File: src/rtl/demux_pkg.sv
// Shared types and widths for the 1-to-8 serial demultiplexer/deserializer.
package demux_pkg;
    localparam int WORD_W = 8;
    localparam int IDX_W  = 3;

    typedef enum logic [1:0] {
        IDLE    = 2'd0,
        COLLECT = 2'd1,
        HOLD    = 2'd2
    } state_t;
endpackage

File: src/rtl/demux1to8_dec.sv
// 3-to-8 one-hot decoder with enable; drives the capture/mask write strobe.
module demux1to8_dec
    import demux_pkg::*;
(
    input  logic [IDX_W-1:0]  idx,
    input  logic              en,
    output logic [WORD_W-1:0] strobe
);
    always_comb begin
        strobe = '0;
        if (en) strobe[idx] = 1'b1;
    end
endmodule

File: src/rtl/demux1to8_deser.sv
// Registered 1-to-8 demultiplexer: rebuilds a word from a serial bit stream,
// indexed explicitly by {s2,s1,s0} or by an internal counter, with valid/ready output.
module demux1to8_deser
    import demux_pkg::*;
#(
    parameter bit LSB_FIRST = 1'b1
) (
    input  logic              clk,
    input  logic              rst,
    input  logic              i,
    input  logic              in_valid,
    output logic              in_ready,
    input  logic              s0,
    input  logic              s1,
    input  logic              s2,
    input  logic              addr_mode,
    output logic [WORD_W-1:0] o,
    output logic              word_valid,
    input  logic              word_ready,
    output logic              overrun
);
    state_t              state;
    logic [WORD_W-1:0]   cap;
    logic [WORD_W-1:0]   mask;
    logic [WORD_W-1:0]   strobe;
    logic [WORD_W-1:0]   cap_next;
    logic [IDX_W-1:0]    cnt;
    logic [IDX_W-1:0]    auto_idx;
    logic [IDX_W-1:0]    idx;
    logic                mode_q;
    logic                mode_eff;
    logic                frame_start;
    logic                acc;
    logic                complete;

    assign in_ready    = (state != HOLD) || word_ready;
    assign acc         = in_valid && in_ready;
    assign frame_start = (mask == '0);

    // The first bit of a frame uses the live addr_mode; later bits use the latched copy.
    assign mode_eff = frame_start ? addr_mode : mode_q;
    assign auto_idx = LSB_FIRST ? cnt : (IDX_W'(WORD_W - 1) - cnt);
    assign idx      = mode_eff ? {s2, s1, s0} : auto_idx;

    demux1to8_dec u_dec (
        .idx    (idx),
        .en     (acc),
        .strobe (strobe)
    );

    assign cap_next = (cap & ~strobe) | (strobe & {WORD_W{i}});
    // A rewrite of an already-filled index leaves mask unchanged, so it cannot complete a word.
    assign complete = acc && ((mask | strobe) == '1);

    always_ff @(posedge clk or posedge rst) begin
        if (rst) begin
            state      <= IDLE;
            cap        <= '0;
            mask       <= '0;
            cnt        <= '0;
            mode_q     <= 1'b0;
            o          <= '0;
            word_valid <= 1'b0;
            overrun    <= 1'b0;
        end else begin
            if (in_valid && !in_ready) overrun <= 1'b1;

            if (acc) begin
                cap <= cap_next;
                if (frame_start) mode_q <= addr_mode;
                if (complete) begin
                    o          <= cap_next;
                    word_valid <= 1'b1;
                    mask       <= '0;
                    cnt        <= '0;
                    state      <= HOLD;
                end else begin
                    // Accepting in HOLD implies word_ready, so the pending word is consumed here.
                    word_valid <= 1'b0;
                    mask       <= mask | strobe;
                    cnt        <= cnt + 1'b1;
                    state      <= COLLECT;
                end
            end else if (state == HOLD && word_ready) begin
                word_valid <= 1'b0;
                state      <= IDLE;
            end
        end
    end
endmodule
File: config.mk
export PLATFORM = sky130hd
export DESIGN_NAME = demux1to8_deser
export DESIGN_NICKNAME = d
export VERILOG_FILES = /design/src/rtl/demux_pkg.sv /design/src/rtl/demux1to8_dec.sv /design/src/rtl/demux1to8_deser.sv
export SDC_FILE = /design/constraint.sdc
export NUM_CORES = 1
export LEC_CHECK = 0
export CAP_MARGIN = 20
export CORE_ASPECT_RATIO = 0.7
export CORE_UTILIZATION = 56
export CTS_BUF_LIST = sky130_fd_sc_hd__clkbuf_4 sky130_fd_sc_hd__clkbuf_8
export DETAILED_ROUTE_END_ITERATION = 16
export PLACE_DENSITY_LB_ADDON = 0.1
export SETUP_SLACK_MARGIN = 0.02
export SLEW_MARGIN = 20
export SYNTH_ARGS = -nofsm -noshare
export SYNTH_HDL_FRONTEND = slang
export SYNTH_HIERARCHICAL = 1
export SYNTH_SLANG_ARGS = --single-unit
File: constraint.sdc
create_clock -name clk -period 3.7 [get_ports clk]
set_input_delay 0.74 -clock clk [delete_from_list [all_inputs] [get_ports clk]]
set_output_delay 0.74 -clock clk [all_outputs]
set_load 0.02 [all_outputs]
; Yosys cells after proc, flatten, opt, wreduce, memory -nomap -nowiden
; Index checks and enable logic that the tools add are counted.
[classes]
add_sub_neg = 1
mul = 0
div = 0
n_lt_le_gt_ge = 2
eq_ne = 3
shifts = 0
n_mux = 13
bitwise_logic = 5
n_reduce_logical = 10
[ops]
columns = op, n
row1 = bitwise AND 8 bit, 2
row2 = 2-to-1 mux 8 bit, 2
row3 = OR 8 bit, 2
row4 = "equality test 8 bit, second input constant", 1
row5 = zero test 8 bit, 1
row6 = inverter 8 bit, 1
row7 = 2-to-1 mux 2 bit, 3
row8 = 2-to-1 mux 3 bit, 2
row9 = logical AND 1 bit, 5
row10 = 2-to-1 mux 1 bit, 5
row11 = "< comparator 3 x 4 -> 1 bit, second input constant", 1
row12 = "adder 3 x 1 -> 3 bit, second input constant", 1
row13 = demux 1 bit (select 3 bit), 1
row14 = "greater-or-equal comparator 3 x 1 -> 1 bit, second input constant", 1
row15 = "equality test 2 bit, second input constant", 1
row16 = "inequality test 2 bit, second input constant", 1
row17 = AND reduction 2 bit, 1
row18 = nonzero test 2 bit, 1
row19 = zero test 1 bit, 1
row20 = logical OR 1 bit, 1
[word_totals]
ff_bits = 32
latch_bits = 0
ram_bits = 0
romBits = 0
in_bits = 9
output_inout_bits = 11
elab_cells = 42
memories = 0

; Depth between registers and ports, before layout
[logic_depth]
ltp_word = 13
ltp_mapped = 11
mapped_depth_nobuf = 9

; Cells and area by module
; Netlist, hierarchy kept.
[by_module_without_submodules]
columns = module, n_inst, cells_each, area_each_um2, seq_area_each_um2
row1 = demux1to8_deser, 1, 126, 1406.3, 775.7
row2 = demux1to8_dec, 1, 8, 95.1, 0.0

; Worst setup path after synthesis
; No wires, ideal clock.
[synth_timing]
path_kind = register -> register
startpoint = reg mask[2]
endpoint = reg o[7]
setup_time_ps = 122
arrival_time_ps = 2889
required_ps = 3578
path_slack_ps = 689
stages_incl_launch_ff = 12
n_path_buf = 2
period_less_slack_ps = 3011
cell_sequence = dfrtp_1 > nor4_1 > nand2_1 > mux2i_1 > mux2_2 > nor4b_2 > o22ai_1 > nor4_4 > and2_1 > buf_6 > buf_8 > a21oi_2
[synth_between]
elab_chain_cells = 12
elab_cells_between_ends = 17
cone_classes = order compare (2) / eq/ne (1) / mux (5) / bitwise (5) / reduce/logical (4)
[synth_lines]
columns = element, line
row1 = from (decl), demux1to8_deser.sv:24  ; logic [WORD_W-1:0] mask;
row2 = from (signal assigned), demux1to8_deser.sv:80  ; mask <= mask | strobe;
row3 = zero test 8 bit *, demux1to8_deser.sv:38  ; assign frame_start = (mask == '0);
row4 = 2-to-1 mux 1 bit *, --
row5 = 2-to-1 mux 3 bit *, demux1to8_deser.sv:43  ; assign idx = mode_eff ? {s2, s1, s0} : auto_idx;
row6 = named net idx[0], demux1to8_deser.sv:29  ; logic [IDX_W-1:0] idx;
row7 = < comparator 3 x 4 -> 1 bit (not written as such) / greater-or-equal comparator 3 x 1 -> 1 bit (equally long branches), demux1to8_dec.sv:11  ; if (en) strobe[idx] = 1'b1;
row8 = logical AND 1 bit (not written as such), demux1to8_dec.sv:11
row9 = 2-to-1 mux 1 bit (not written as such), demux1to8_dec.sv:11
row10 = demux 1 bit (select 3 bit) *, --
row11 = 2-to-1 mux 8 bit *, demux1to8_dec.sv:11
row12 = named net strobe[0], demux1to8_deser.sv:25  ; logic [WORD_W-1:0] strobe;
row13 = OR 8 bit *, demux1to8_deser.sv:53  ; assign complete = acc && ((mask | strobe) == '1);
row14 = equality test 8 bit *, demux1to8_deser.sv:53
row15 = logical AND 1 bit *, demux1to8_deser.sv:53
row16 = AND reduction 2 bit (no source line) *, --
row17 = to (signal assigned), demux1to8_deser.sv:72  ; o <= cap_next;
row18 = to (decl), demux1to8_deser.sv:17  ; output logic [WORD_W-1:0] o,
; Mark *: on every way through the listed nets, which the timed path passes. The rest lies on a longest branch.
; A chain may end at the register's enable or synchronous reset.

; Worst setup path in the final report
[layout_timing]
startpoint = reg mask[2]
endpoint = reg o[6]
; The elaborated chain is that of the path after synthesis.

==> load_flow_metrics.sql <==
INSERT INTO impl_metrics (metric_group, metric, value, unit) VALUES
('route', 'number_of_iterations_in_the_first_detailed_routing_pass', '5', ''),
('timing', 'setup_total_negative_slack', '0', 'ns'),
('yosys', 'yosys_warnings', '6', ''),
('yosys', 'top_count_cell_post_synth', 'sky130_fd_sc_hd__dfrtp_1', ''),
('timing', 'period_minus_slack', '3.29', 'ns'),
('yosys', 'syn_area_per_cell', '11.2', 'µm²'),
('floorplan', 'rows', '15', ''),
('run', 'maxCapViolCount', '0', ''),
('global_routing', 'first_global_vias', '1015', ''),
('yosys', 'post_synth_inst_count', '134', ''),
('route', 'met2RoutedLength', '1.28', 'mm'),
('yosys', 'post_synth_instance_area', '1500', 'µm²'),
('finish', 'antenna_diode_instance_count', '0', ''),
('finish', 'layout_overhead_on_the_synthesized_area', '21.1', '%'),
('floorplan', 'die_w', '63.9', 'µm'),
('timing', 'achievable-frequency', '304', 'MHz'),
('power', 'power_switching_share', '0.358', ''),
('clock_network', 'clock_sinks', '31', ''),
('global_routing', 'gr-total-overflow', '0', ''),
('yosys', 'postSynthNetCount', '144', ''),
('critical_path', 'crit-reg2reg-capture', 'o[6]$_DFFE_PP0P_', ''),
('yosys', 'ys_seq_elements', '31', ''),
('clock_network', 'post_cts_resized', '0', ''),
('placement', 'dp_hpwl', '2.18', 'mm'),
('route', 'drc_errors', '0', ''),
('global_routing', 'grt_max_degree', '32', ''),
('critical_path', 'rr_worst_depth', '10', ''),
('yosys', 'post_synth_edffs', '0', ''),
('finish', 'num-nets-final', '170', ''),
('route', 'ant_nets', '0', ''),
('timing', 'timing.final.setup_violations', '0', ''),
('clock_network', 'cts_setup_buffers', '0', ''),
('critical_path', 'arrival', '3.44', 'ns'),
('power', 'vdd.ir_drop.worst', '535', 'µV'),
('yosys', 'dominantRegCellSynth', 'sky130_fd_sc_hd__dfrtp_1', ''),
('clock_network', 'max-clock-path-buffers', '2', ''),
('finish', 'share_of_layout_cells_above_drive_strength_1', '0.211', ''),
('worst_hold_path', 'hold-path-endpoint', 'overrun$_DFFE_PP0P_', ''),
('route', 'first_iter_violations', '74', ''),
('critical_path', 'worst-endpoint-required', '3.86', 'ns'),
('placement', 'detailed_place.area', '1730', 'µm²'),
('worst_hold_path', 'min_path_type', 'reg2reg', ''),
('floorplan', 'floorplan.die.height', '45.3', 'µm'),
('critical_path', 'critical_path.endpoint_type', 'flop', ''),
('route', 'highest_layer', 'met4', ''),
('timing', 'hold_ws', '0.473', 'ns'),
('placement', 'numPortBuffers', '19', ''),
('critical_path', 'critical_path.max_fanout', '9', ''),
('critical_path', 'startpoint_type', 'flop', ''),
('power', 'power.share.sequential', '0.420', ''),
('worst_hold_path', 'hold_path_startpoint', 'overrun$_DFFE_PP0P_', ''),
('yosys', 'synth.lib_cells_used.distinct', '32', ''),
('timing', 'final_worst_path_period_share', '0.888', ''),
('run_status', 'status', 'finished clean', ''),
('route', 'avgRoutedWirePerCell', '15.6', 'µm'),
('power', 'p_leak', '0.810', 'nW'),
('floorplan', 'initial_core_util', '0.602', ''),
('critical_path', 'timing.rr.start', 'mask[2]$_DFFE_PP0P_', ''),
('clock_network', 'root_buffer', 'sky130_fd_sc_hd__clkbuf_8', ''),
('global_routing', 'global_route.usage.total', '0.236', ''),
('placement', 'gp_congestion', '0.826', ''),
('floorplan', 'io_pins', '20', ''),
('route', 'dr_total_vias', '1098', ''),
('clock_network', 'worstSkewPairLatency', '0.28', 'ns'),
('timing', 'report.final.slew_viol_count', '0', ''),
('finish', 'finish.instance_area', '1820', 'µm²'),
('timing', 'number_of_failing_hold_endpoints_at_the_final_stage', '0', ''),
('power', 'intPower', '0.000901', 'W'),
('finish', 'finish.utilization', '0.728', ''),
('timing', 'actual_transition_at_the_worst_max_transition_pin', '0.508', 'ns'),
('route', 'm1WireLength', '1.53', 'mm');
cell usage in the layout (no fill, tap or decap), types with 2 or more instances in the layout:
cell / count
sky130_fd_sc_hd__dfrtp_1: 31
sky130_fd_sc_hd__a21oi_1: 23
sky130_fd_sc_hd__clkdlybuf4s50_1: 19
sky130_fd_sc_hd__nand2_1: 13
sky130_fd_sc_hd__inv_1: 12
sky130_fd_sc_hd__mux2_2: 11
sky130_fd_sc_hd__mux2i_1: 9
sky130_fd_sc_hd__clkbuf_8: 5
sky130_fd_sc_hd__o22ai_1: 4
sky130_fd_sc_hd__o21ai_0: 4
sky130_fd_sc_hd__buf_4: 4
sky130_fd_sc_hd__nor4_1: 2
sky130_fd_sc_hd__clkbuf_4: 2
sky130_fd_sc_hd__and4bb_1: 2
sky130_fd_sc_hd__and4b_2: 2
power by group through the flow:
stage	Combinational (W)	Sequential [W]	Clock (W)
floorplan	0.000320	0.000624	0
finish	0.000550	0.000590	0.000263
global placement	0.000532	0.000587	0
detailed placement	0.000548	0.000592	0
CTS	0.000551	0.000588	0.000270
global route	0.000595	0.000605	0.000282
sequential cells by signal, indices dropped and copies added (netlist names):
name,count
cap,8
auto_idx,3
mode_q,1
word_valid,1
state,1
o,8
overrun,1
mask,8
worst max-delay path by stage:
stage / slack, ns / from / endpoint
2_1_floorplan: 0.69 / mask[2]$_DFFE_PP0P_ / o[7]$_DFFE_PP0P_
3_3_place_gp: 0.30 / addr_mode / o[4]$_DFFE_PP0P_
3_5_place_dp: 0.21 / addr_mode / o[0]$_DFFE_PP0P_
4_1_cts: 0.44 / mask[2]$_DFFE_PP0P_ / o[3]$_DFFE_PP0P_
5_1_grt: 0.18 / mask[2]$_DFFE_PP0P_ / o[3]$_DFFE_PP0P_
6_report: 0.41 / mask[2]$_DFFE_PP0P_ / o[6]$_DFFE_PP0P_
area by class of cell:
class                           count  area, µm²
Clock buffer                        7       83.8
Clock inverter                      1       5.00
Fill cell                         178        678
Inverter                           13       48.8
Multi-Input combinational cell     86        642
Sequential cell                    31        776
Tap cell                           34       42.5
Timing Repair Buffer               23        220
stage by stage:
step,setup slack (ns),cells
after floorplan,0.689,134
after global placement,0.300,187
after detailed placement,0.208,187
after CTS,0.439,195
after global routing,0.183,195
final,0.415,195
worst max-delay path, cell delays in order (launching register included):
cell                      delay [ns]
sky130_fd_sc_hd__dfrtp_1        0.40
sky130_fd_sc_hd__nor4_1         0.35
sky130_fd_sc_hd__nand2_1        0.12
sky130_fd_sc_hd__mux2i_1        0.31
sky130_fd_sc_hd__mux2_2         0.44
sky130_fd_sc_hd__nor4b_2        0.42
sky130_fd_sc_hd__o22ai_1        0.20
sky130_fd_sc_hd__nor4_4         0.31
sky130_fd_sc_hd__and2_1         0.31
sky130_fd_sc_hd__buf_4          0.22
sky130_fd_sc_hd__a21oi_1        0.08
per-layer routing:
layer  track usage  vias up
met4         0.109        0
met5             0        -
li1              -      530
met1         0.334      522
met2         0.340       41
met3        0.0631        5
cells by family after synthesis:
| family | Yosys count | share of synthesized area |
|---|---|---|
| compound gates | 34 | 0.123 |
| fa+ha+maj | 1 | 0.00833 |
| mux | 20 | 0.143 |
| xor+xnor | 1 | 0.00583 |
| flops | 31 | 0.517 |
| buf+inv | 17 | 0.0558 |
| simple gates | 30 | 0.147 |
No activity file was read; power rests on OpenSTA's default activity.
